**src/rtl/sargantana_icache_refill_resp.sv**
```systemverilog
`timescale 1ns/1ps
`default_nettype none
// ============================================================================
// Module : sargantana_icache_refill_resp
// Icache miss responder: fetches one line as BEATS single-beat memory reads.
// Rev    : 1.0
// ============================================================================
module sargantana_icache_refill_resp #(
  parameter int PADDR_W = 40,
  parameter int LINE_W  = 128,
  parameter int BEAT_W  = 32
) (
  input  logic               clk_i,
  input  logic               rst_i,
  input  logic               ic_req_valid_i,
  output logic               ic_req_ready_o,
  input  logic [PADDR_W-1:0] ic_req_paddr_i,
  input  logic               ic_kill_i,
  output logic               ic_resp_valid_o,
  output logic [LINE_W-1:0]  ic_resp_data_o,
  output logic               ic_resp_error_o,
  output logic               mem_req_valid_o,
  input  logic               mem_req_ready_i,
  output logic [PADDR_W-1:0] mem_req_addr_o,
  input  logic               mem_rsp_valid_i,
  input  logic [BEAT_W-1:0]  mem_rsp_data_i,
  input  logic               mem_rsp_error_i
);

  localparam int c_BEATS    = LINE_W / BEAT_W;
  localparam int c_CNT_W    = $clog2(c_BEATS);
  localparam int c_LINE_OFF = $clog2(LINE_W / 8);
  localparam int c_BEAT_OFF = $clog2(BEAT_W / 8);
  localparam logic [c_CNT_W-1:0] c_LAST = c_CNT_W'(c_BEATS - 1);

  localparam logic [2:0] c_S_IDLE  = 3'd0;
  localparam logic [2:0] c_S_REQ   = 3'd1;
  localparam logic [2:0] c_S_WAIT  = 3'd2;
  localparam logic [2:0] c_S_DRAIN = 3'd3;
  localparam logic [2:0] c_S_RESP  = 3'd4;

  logic [2:0]                     r_state;
  logic [2:0]                     w_next;
  logic [PADDR_W-1:0]             r_base;
  logic [c_CNT_W-1:0]             r_cnt;
  logic [c_BEATS-1:0][BEAT_W-1:0] r_line;
  logic                           r_err;
  logic [LINE_W-1:0]              r_resp_data;
  logic                           r_resp_err;

  logic               w_accept;
  logic               w_beat;
  logic               w_last;
  logic [PADDR_W-1:0] w_offset;
  logic               w_unused_paddr_lo;

  assign w_accept = ic_req_valid_i && (r_state == c_S_IDLE);
  assign w_beat   = mem_rsp_valid_i && (r_state == c_S_WAIT);
  assign w_last   = (r_cnt == c_LAST);
  // Base is line aligned, so the beat offset never carries past the line.
  assign w_offset = PADDR_W'(r_cnt) << c_BEAT_OFF;
  assign w_unused_paddr_lo = ^ic_req_paddr_i[c_LINE_OFF-1:0];

  always_ff @(posedge clk_i) begin
    if (rst_i) begin
      r_state <= c_S_IDLE;
    end else begin
      r_state <= w_next;
    end
  end

  always_comb begin
    w_next = r_state;
    case (r_state)
      c_S_IDLE: begin
        if (ic_req_valid_i) w_next = c_S_REQ;
      end
      c_S_REQ: begin
        if (mem_req_ready_i)  w_next = ic_kill_i ? c_S_DRAIN : c_S_WAIT;
        else if (ic_kill_i)   w_next = c_S_IDLE;
      end
      c_S_WAIT: begin
        if (mem_rsp_valid_i) begin
          if (ic_kill_i)   w_next = c_S_IDLE;
          else if (w_last) w_next = c_S_RESP;
          else             w_next = c_S_REQ;
        end else if (ic_kill_i) begin
          w_next = c_S_DRAIN;
        end
      end
      c_S_DRAIN: begin
        if (mem_rsp_valid_i) w_next = c_S_IDLE;
      end
      c_S_RESP: w_next = c_S_IDLE;
      default:  w_next = c_S_IDLE;
    endcase
  end

  always_comb begin
    ic_req_ready_o  = 1'b0;
    mem_req_valid_o = 1'b0;
    ic_resp_valid_o = 1'b0;
    case (r_state)
      c_S_IDLE: ic_req_ready_o  = 1'b1;
      c_S_REQ:  mem_req_valid_o = 1'b1;
      c_S_RESP: ic_resp_valid_o = 1'b1;
      default: ;
    endcase
  end

  always_ff @(posedge clk_i) begin
    if (rst_i) begin
      r_base      <= '0;
      r_cnt       <= '0;
      r_line      <= '0;
      r_err       <= 1'b0;
      r_resp_data <= '0;
      r_resp_err  <= 1'b0;
    end else begin
      if (w_accept) begin
        r_base <= {ic_req_paddr_i[PADDR_W-1:c_LINE_OFF], {c_LINE_OFF{1'b0}}};
        r_cnt  <= '0;
        r_err  <= 1'b0;
      end
      if (w_beat) begin
        r_line[r_cnt] <= mem_rsp_data_i;
        r_err         <= r_err | mem_rsp_error_i;
        if (!w_last) r_cnt <= r_cnt + c_CNT_W'(1);
        // Snapshot the finished line so the output holds until the next response.
        if (w_last && !ic_kill_i) begin
          r_resp_data <= {mem_rsp_data_i, r_line[c_BEATS-2:0]};
          r_resp_err  <= r_err | mem_rsp_error_i;
        end
      end
    end
  end

  assign mem_req_addr_o  = r_base + w_offset;
  assign ic_resp_data_o  = r_resp_data;
  assign ic_resp_error_o = r_resp_err;

endmodule
`default_nettype wire

```
**config.mk**
```make
export PLATFORM = sky130hd
export DESIGN_NAME = sargantana_icache_refill_resp
export DESIGN_NICKNAME = d
export VERILOG_FILES = /design/src/rtl/sargantana_icache_refill_resp.sv
export SDC_FILE = /design/constraint.sdc
export NUM_CORES = 1
export LEC_CHECK = 0
export BUFFER_PORTS_ARGS = -buffer_cell sky130_fd_sc_hd__buf_2
export CORE_ASPECT_RATIO = 1.1
export CORE_MARGIN = 10
export CORE_UTILIZATION = 37
export DETAILED_ROUTE_END_ITERATION = 10
export GPL_ROUTABILITY_DRIVEN = 1
export HOLD_SLACK_MARGIN = 0.05
export PLACE_DENSITY_LB_ADDON = 0.08
export RECOVER_POWER = 50
export SETUP_SLACK_MARGIN = 0.2
export SLEW_MARGIN = 20
export SYNTH_ARGS = -nofsm -noshare
export SYNTH_HDL_FRONTEND = slang
export SYNTH_SLANG_ARGS = --single-unit
```
**constraint.sdc**
```tcl
create_clock -name clk_i -period 3.95 [get_ports clk_i]
set_clock_uncertainty 0.15 [all_clocks]
set_input_delay 0.5925 -clock clk_i [delete_from_list [all_inputs] [get_ports clk_i]]
set_output_delay 0.5925 -clock clk_i [all_outputs]
set_load 0.05 [all_outputs]
```
---- After elaboration in Yosys (flattened, before gate mapping) ----
Index checks and enable logic that the tools add are counted.
operators by class
  reductions and logical operators ........ 9
  mux-type cells .......................... 21
  add/sub/neg operators ................... 2
  $lt $le $gt $ge ......................... 2
  eq/ne operators ......................... 9
  bitwise gates (word level) .............. 1
operator list
  cell                                                               number
  bitwise mux 128 bit                                                1
  demux 32 bit (select 2 bit)                                        1
  adder 40 x 4 -> 40 bit                                             1
  two-way mux 32 bit                                                 1
  two-way mux 3 bit                                                  8
  case mux 3 bit (4 select lines)                                    1
  equality test 3 x 2 -> 1 bit, second input constant                2
  two-way mux 1 bit                                                  6
  two-way mux 2 bit                                                  3
  != test 3 bit, second input constant                               2
  logical AND 1 bit                                                  4
  != test 2 bit, second input constant                               2
  AND reduction 4 bit                                                1
  equality test 3 x 1 -> 1 bit, second input constant                1
  equality test 3 bit, second input constant                         1
  logical NOT 3 bit                                                  1
  less-than comparator 2 x 3 -> 1 bit, second input constant         1
  adder 2 x 1 -> 2 bit, second input constant                        1
  equality test 2 bit, second input constant                         1
  greater-or-equal comparator 2 x 1 -> 1 bit, second input constant  1
  AND reduction 2 bit                                                1
  nonzero test 2 bit                                                 1
  logical NOT 1 bit                                                  1
  bitwise OR 1 bit                                                   1
storage, ports and cells
  word-level logic and storage cells ...... 54
  register bits ........................... 299
  output and inout bits ................... 172
  bits of input ports ..................... 79

---- Depth between registers and ports, before layout ----
  word-level depth ........................ 5
  mapped depth ............................ 8
  mapped depth without buffers ............ 5

---- Worst setup path before layout ----
No wires, ideal clock.
  path kind ............................... register to register
  start point ............................. register r_state[0]
  end point ............................... register r_err
  cell stages (with the launch flop) ...... 7
  library setup time ...................... 0.128 ns
  required time ........................... 3.672 ns
  arrival ................................. 2.490 ns
  path slack .............................. 1.182 ns
  clock period less this slack ............ 2.768 ns
  buffers on the path ..................... 2
  path through ............................ dfxtp_1 -> buf_6 -> nor3_1 -> nand2_1 -> clkbuf_1 -> a22oi_1 -> nor2_1
between the ends
  longest elaborated chain between the ends .. 3
  elaborated cells between the ends (all ways) .. 6
  classes of those cells .................. eq/ne (1); mux (1); reduce/logical (4)
ends and longest elaborated chain
  item                                                                      line    RTL
  start, declared                                                           42      logic [2:0] r_state;
  start signal, assigned                                                    66      r_state <= c_S_IDLE;
  start signal, assigned                                                    68      r_state <= w_next;
  equality test 3 x 2 -> 1 bit / logical NOT 3 bit (equally long branches)  58, 57
  logical AND 1 bit, on equally long branches                               58, 57
  two-way mux 1 bit / nonzero test 2 bit (equally long branches)            -
  end signal, assigned                                                      127     r_err <= r_err | mem_rsp_error_i;
  end, declared                                                             47      logic r_err;
Several ways; a longest one is shown, not always the timed one.
A chain may end at the register's enable or synchronous reset.

---- Final worst setup path ----
  start point ............................. register r_state[1]
  end point ............................... register r_resp_data[57] (netlist: ic_resp_data_o[57])
between the ends
  longest elaborated chain between the ends .. 3
ends and longest elaborated chain
  item                           line  RTL
  equality test 3 x 2 -> 1 bit   58    assign w_beat = mem_rsp_valid_i && (r_state == c_S_WAIT);
  logical AND 1 bit              58
  AND reduction 2 bit (no line)  -
  end signal, assigned           131   r_resp_data <= {mem_rsp_data_i, r_line[c_BEATS-2:0]};
  end, declared                  48    logic [LINE_W-1:0] r_resp_data;
No other way between the ends.

==> reports/metrics.csv <==
stage,metric,value,unit
power,power density over the cells,514,mW/mm2
die,Die W,173,um
placed_design,PortBufs,244,
global_route,largest net degree at the start of global routing,133,
yosys,Unique masters post-synth,31,
die,Die ar.,0.0324,mm2
setup_path,CP Data Arrival Time,3.04,ns
setup_path,Worst R2R Path Depth,5,
status,outcome,"finished, violations left",
die,Ports,251,
yosys,cell taking the most area after synthesis,dfxtp_1,
routing,1st-iter DRT viols,423,
clock_network,"Gates resized, CTS repair",0,
worst_hold_path,Hold Path Class,input port to register,
global_route,overall global routing resource usage,0.165,
global_route,GRT Residual Overflow,0,
setup_path,startpoint class of the critical path,register,
yosys,most frequent cells after synthesis,"nand2_1, dfxtp_1, a21oi_1",
timing,Final period util,0.714,
die,Die H,188,um
timing,RSZ-0062 raised after global routing,no,
cells_and_area,layout cells sized above 1,0.100,
yosys,most common cell in the netlist,nand2_1,
run,Max Cap Violations,1,
clock_network,CTS tree,done,
routing,Post-route DRC,0,
routing,Antenna Nets Post-Route,0,
yosys,Post-synth EDFFs,0,
clock_network,htree depth,1,
yosys,Synth async-reset ratio,0,
yosys,Cells after Synth,1188,
routing,routed vias/inst,4.68,
routing,WL final,28200,um
yosys,area share of the largest cell type after synthesis,0.564,
global_route,met3 Resource Use GR,0.0565,
routing,TritonRoute pass-1 iters,5,
cells_and_area,utilization after layout,0.456,
clock_network,CTS root buf,clkbuf_16,
die,row count,61,
cells_and_area,fin nets,1470,
cells_and_area,antenna cells,0,
yosys,Synth Cell Area,0.00948,mm2
worst_hold_path,hold depth,3,
global_route,met2 GRT Util,0.240,
yosys,"Top FF cell, synth",dfxtp_1,
timing,final setup fails,0,
power,Peak VDD IR,286,uV
global_route,vias in the first global route,7824,
global_route,initial antenna violation count,0,
timing,Rel. slew slack,-0.130,
power,Power Total,5930,uW
placed_design,hpwl dp,18200,um
clock_network,hold_buf cts,0,
clock_network,number of buffers created by CTS,28,
setup_path,Crit. End Element,register,
power,LEAKAGE,0.00390,uW
yosys,Synth area leaders,"dfxtp_1, nand2_1, a21oi_1",
cells_and_area,Layout area overhead,21.7,%
clock_network,"Clk Latency, worst-skew pair",0.53,ns
routing,Routed WL per cell,16.1,um
clock_network,clock sink total,267,
routing,vias,8207,
yosys,warnings from Yosys,0,
cells_and_area,fillers,2678,
placed_design,GP Congestion,0.767,
global_route,global-route wire length before repair,44600,um
status,failing checks,"capacitance limit, slew limit",
yosys,Synth Register Bits,267,
clock_network,Max clock buf depth,3,
die,initial core utilization,0.375,
setup_path,critical path type,register to register,
timing,setup tns final,0,ns
die,Core Area,0.0253,mm2
timing,Slew Limit Fails,38,
timing,minimum clock period,2.82,ns
global_route,gr busiest metal,met2,
setup_path,critical path data required time,4.16,ns
timing,actual slew at the worst max-slew pin,1.70,ns
timing,f_max,354,MHz
clock_network,"Reg clk slew, reported paths",0.06,ns
setup_path,CP Max Fanout,56,
yosys,"Avg Cell Area, Syn",7.98,um2
global_route,met1 usage,0.230,
clock_network,post-CTS setup buffers,0,
timing,Fin. Hold Viols,0,
yosys,post-synthesis sequential area ratio,0.564,
==> worst max-delay path, stage by stage (launching register included) <==
cell	delay, ns
dfxtp_1	0.57
nor4bb_4	0.62
nand3b_1	0.20
clkbuf_2	0.71
nand2_1	0.26
a21oi_1	0.10
==> state kept, by name, summed over array words and instances, names as in the netlist <==
register         count
ic_resp_data_o     128
r_line              96
r_base              36
r_state              3
r_cnt                2
ic_resp_error_o      1
r_err                1
==> metal layers <==
| layer | vias to the layer above | wire, um |
|---|---|---|
| met5 | - | 0 |
| met4 | 0 | 384 |
| met3 | 29 | 2230 |
| met2 | 203 | 12100 |
| met1 | 3759 | 13500 |
| li1 | 4216 | - |
==> cell type report <==
type,instances,area (um2),area share
clock buffers,40,807,0.0700
clock inverters,12,164,0.0142
inverters,3,11.3,0.000977
multi-input cells,828,3620,0.314
flip-flops and latches,267,5350,0.464
well taps,346,433,0.0375
repair buffers,259,1150,0.0996
==> power by group <==
group / total, uW / switching [uW] / leakage, uW / internal, uW
Combinational: 411 / 315 / 0.00127 / 95.1
Clock: 2750 / 1070 / 0.000482 / 1680
Sequential: 2770 / 29.8 / 0.00216 / 2740
==> worst paths after layout <==
check / start / end / slack [ns]
hold reg to reg: r_line[45] / ic_resp_data_o[45] / 0.30
setup reg to reg: r_state[1] / ic_resp_data_o[57] / 1.13
setup / recovery: r_state[1] / ic_resp_data_o[57] / 1.13
hold / removal: ic_req_paddr_i[30] / r_base[30] / 0.14
==> cell families after synthesis <==
logic type	Yosys count	share of synthesized area
AOI/OAI and AO/OA	272	0.147
adders and majority gates	4	0.00528
buffers and inverters	94	0.0549
DFF	267	0.564
muxes	1	0.00106
other	1	0.000396
and+or+nand+nor	549	0.228
==> cell usage in the layout, fill, tap and decap left out, types with 2 or more instances in the layout <==
| master | count |
|---|---|
| nand2_1 | 524 |
| dfxtp_1 | 267 |
| a21oi_1 | 263 |
| clkbuf_1 | 176 |
| buf_2 | 75 |
| clkbuf_16 | 29 |
| buf_4 | 10 |
| clkinv_2 | 7 |
| nor2_1 | 6 |
| clkbuf_8 | 5 |
| nor3_1 | 4 |
| ha_1 | 4 |
| bufinv_16 | 4 |
| inv_1 | 3 |
| and2_1 | 3 |
| nor3b_1 | 2 |
| or3b_2 | 2 |
| nand3b_1 | 2 |
| a22oi_1 | 2 |
| conb_1 | 2 |
| clkbuf_2 | 2 |
| buf_12 | 2 |
==> metrics by stage <==
step	hold WS, ns	instances	area (um2)	setup WS [ns]
global placement	0.286	1703	10800	1.30
global route	0.127	1755	11500	0.802
floorplan	0.282	1189	9480	1.18
detailed placement	0.293	1703	10800	1.29
CTS	0.120	1755	11800	1.27
finish	0.143	1755	11500	1.13
Note: power is estimated with default switching activity, not from simulation.
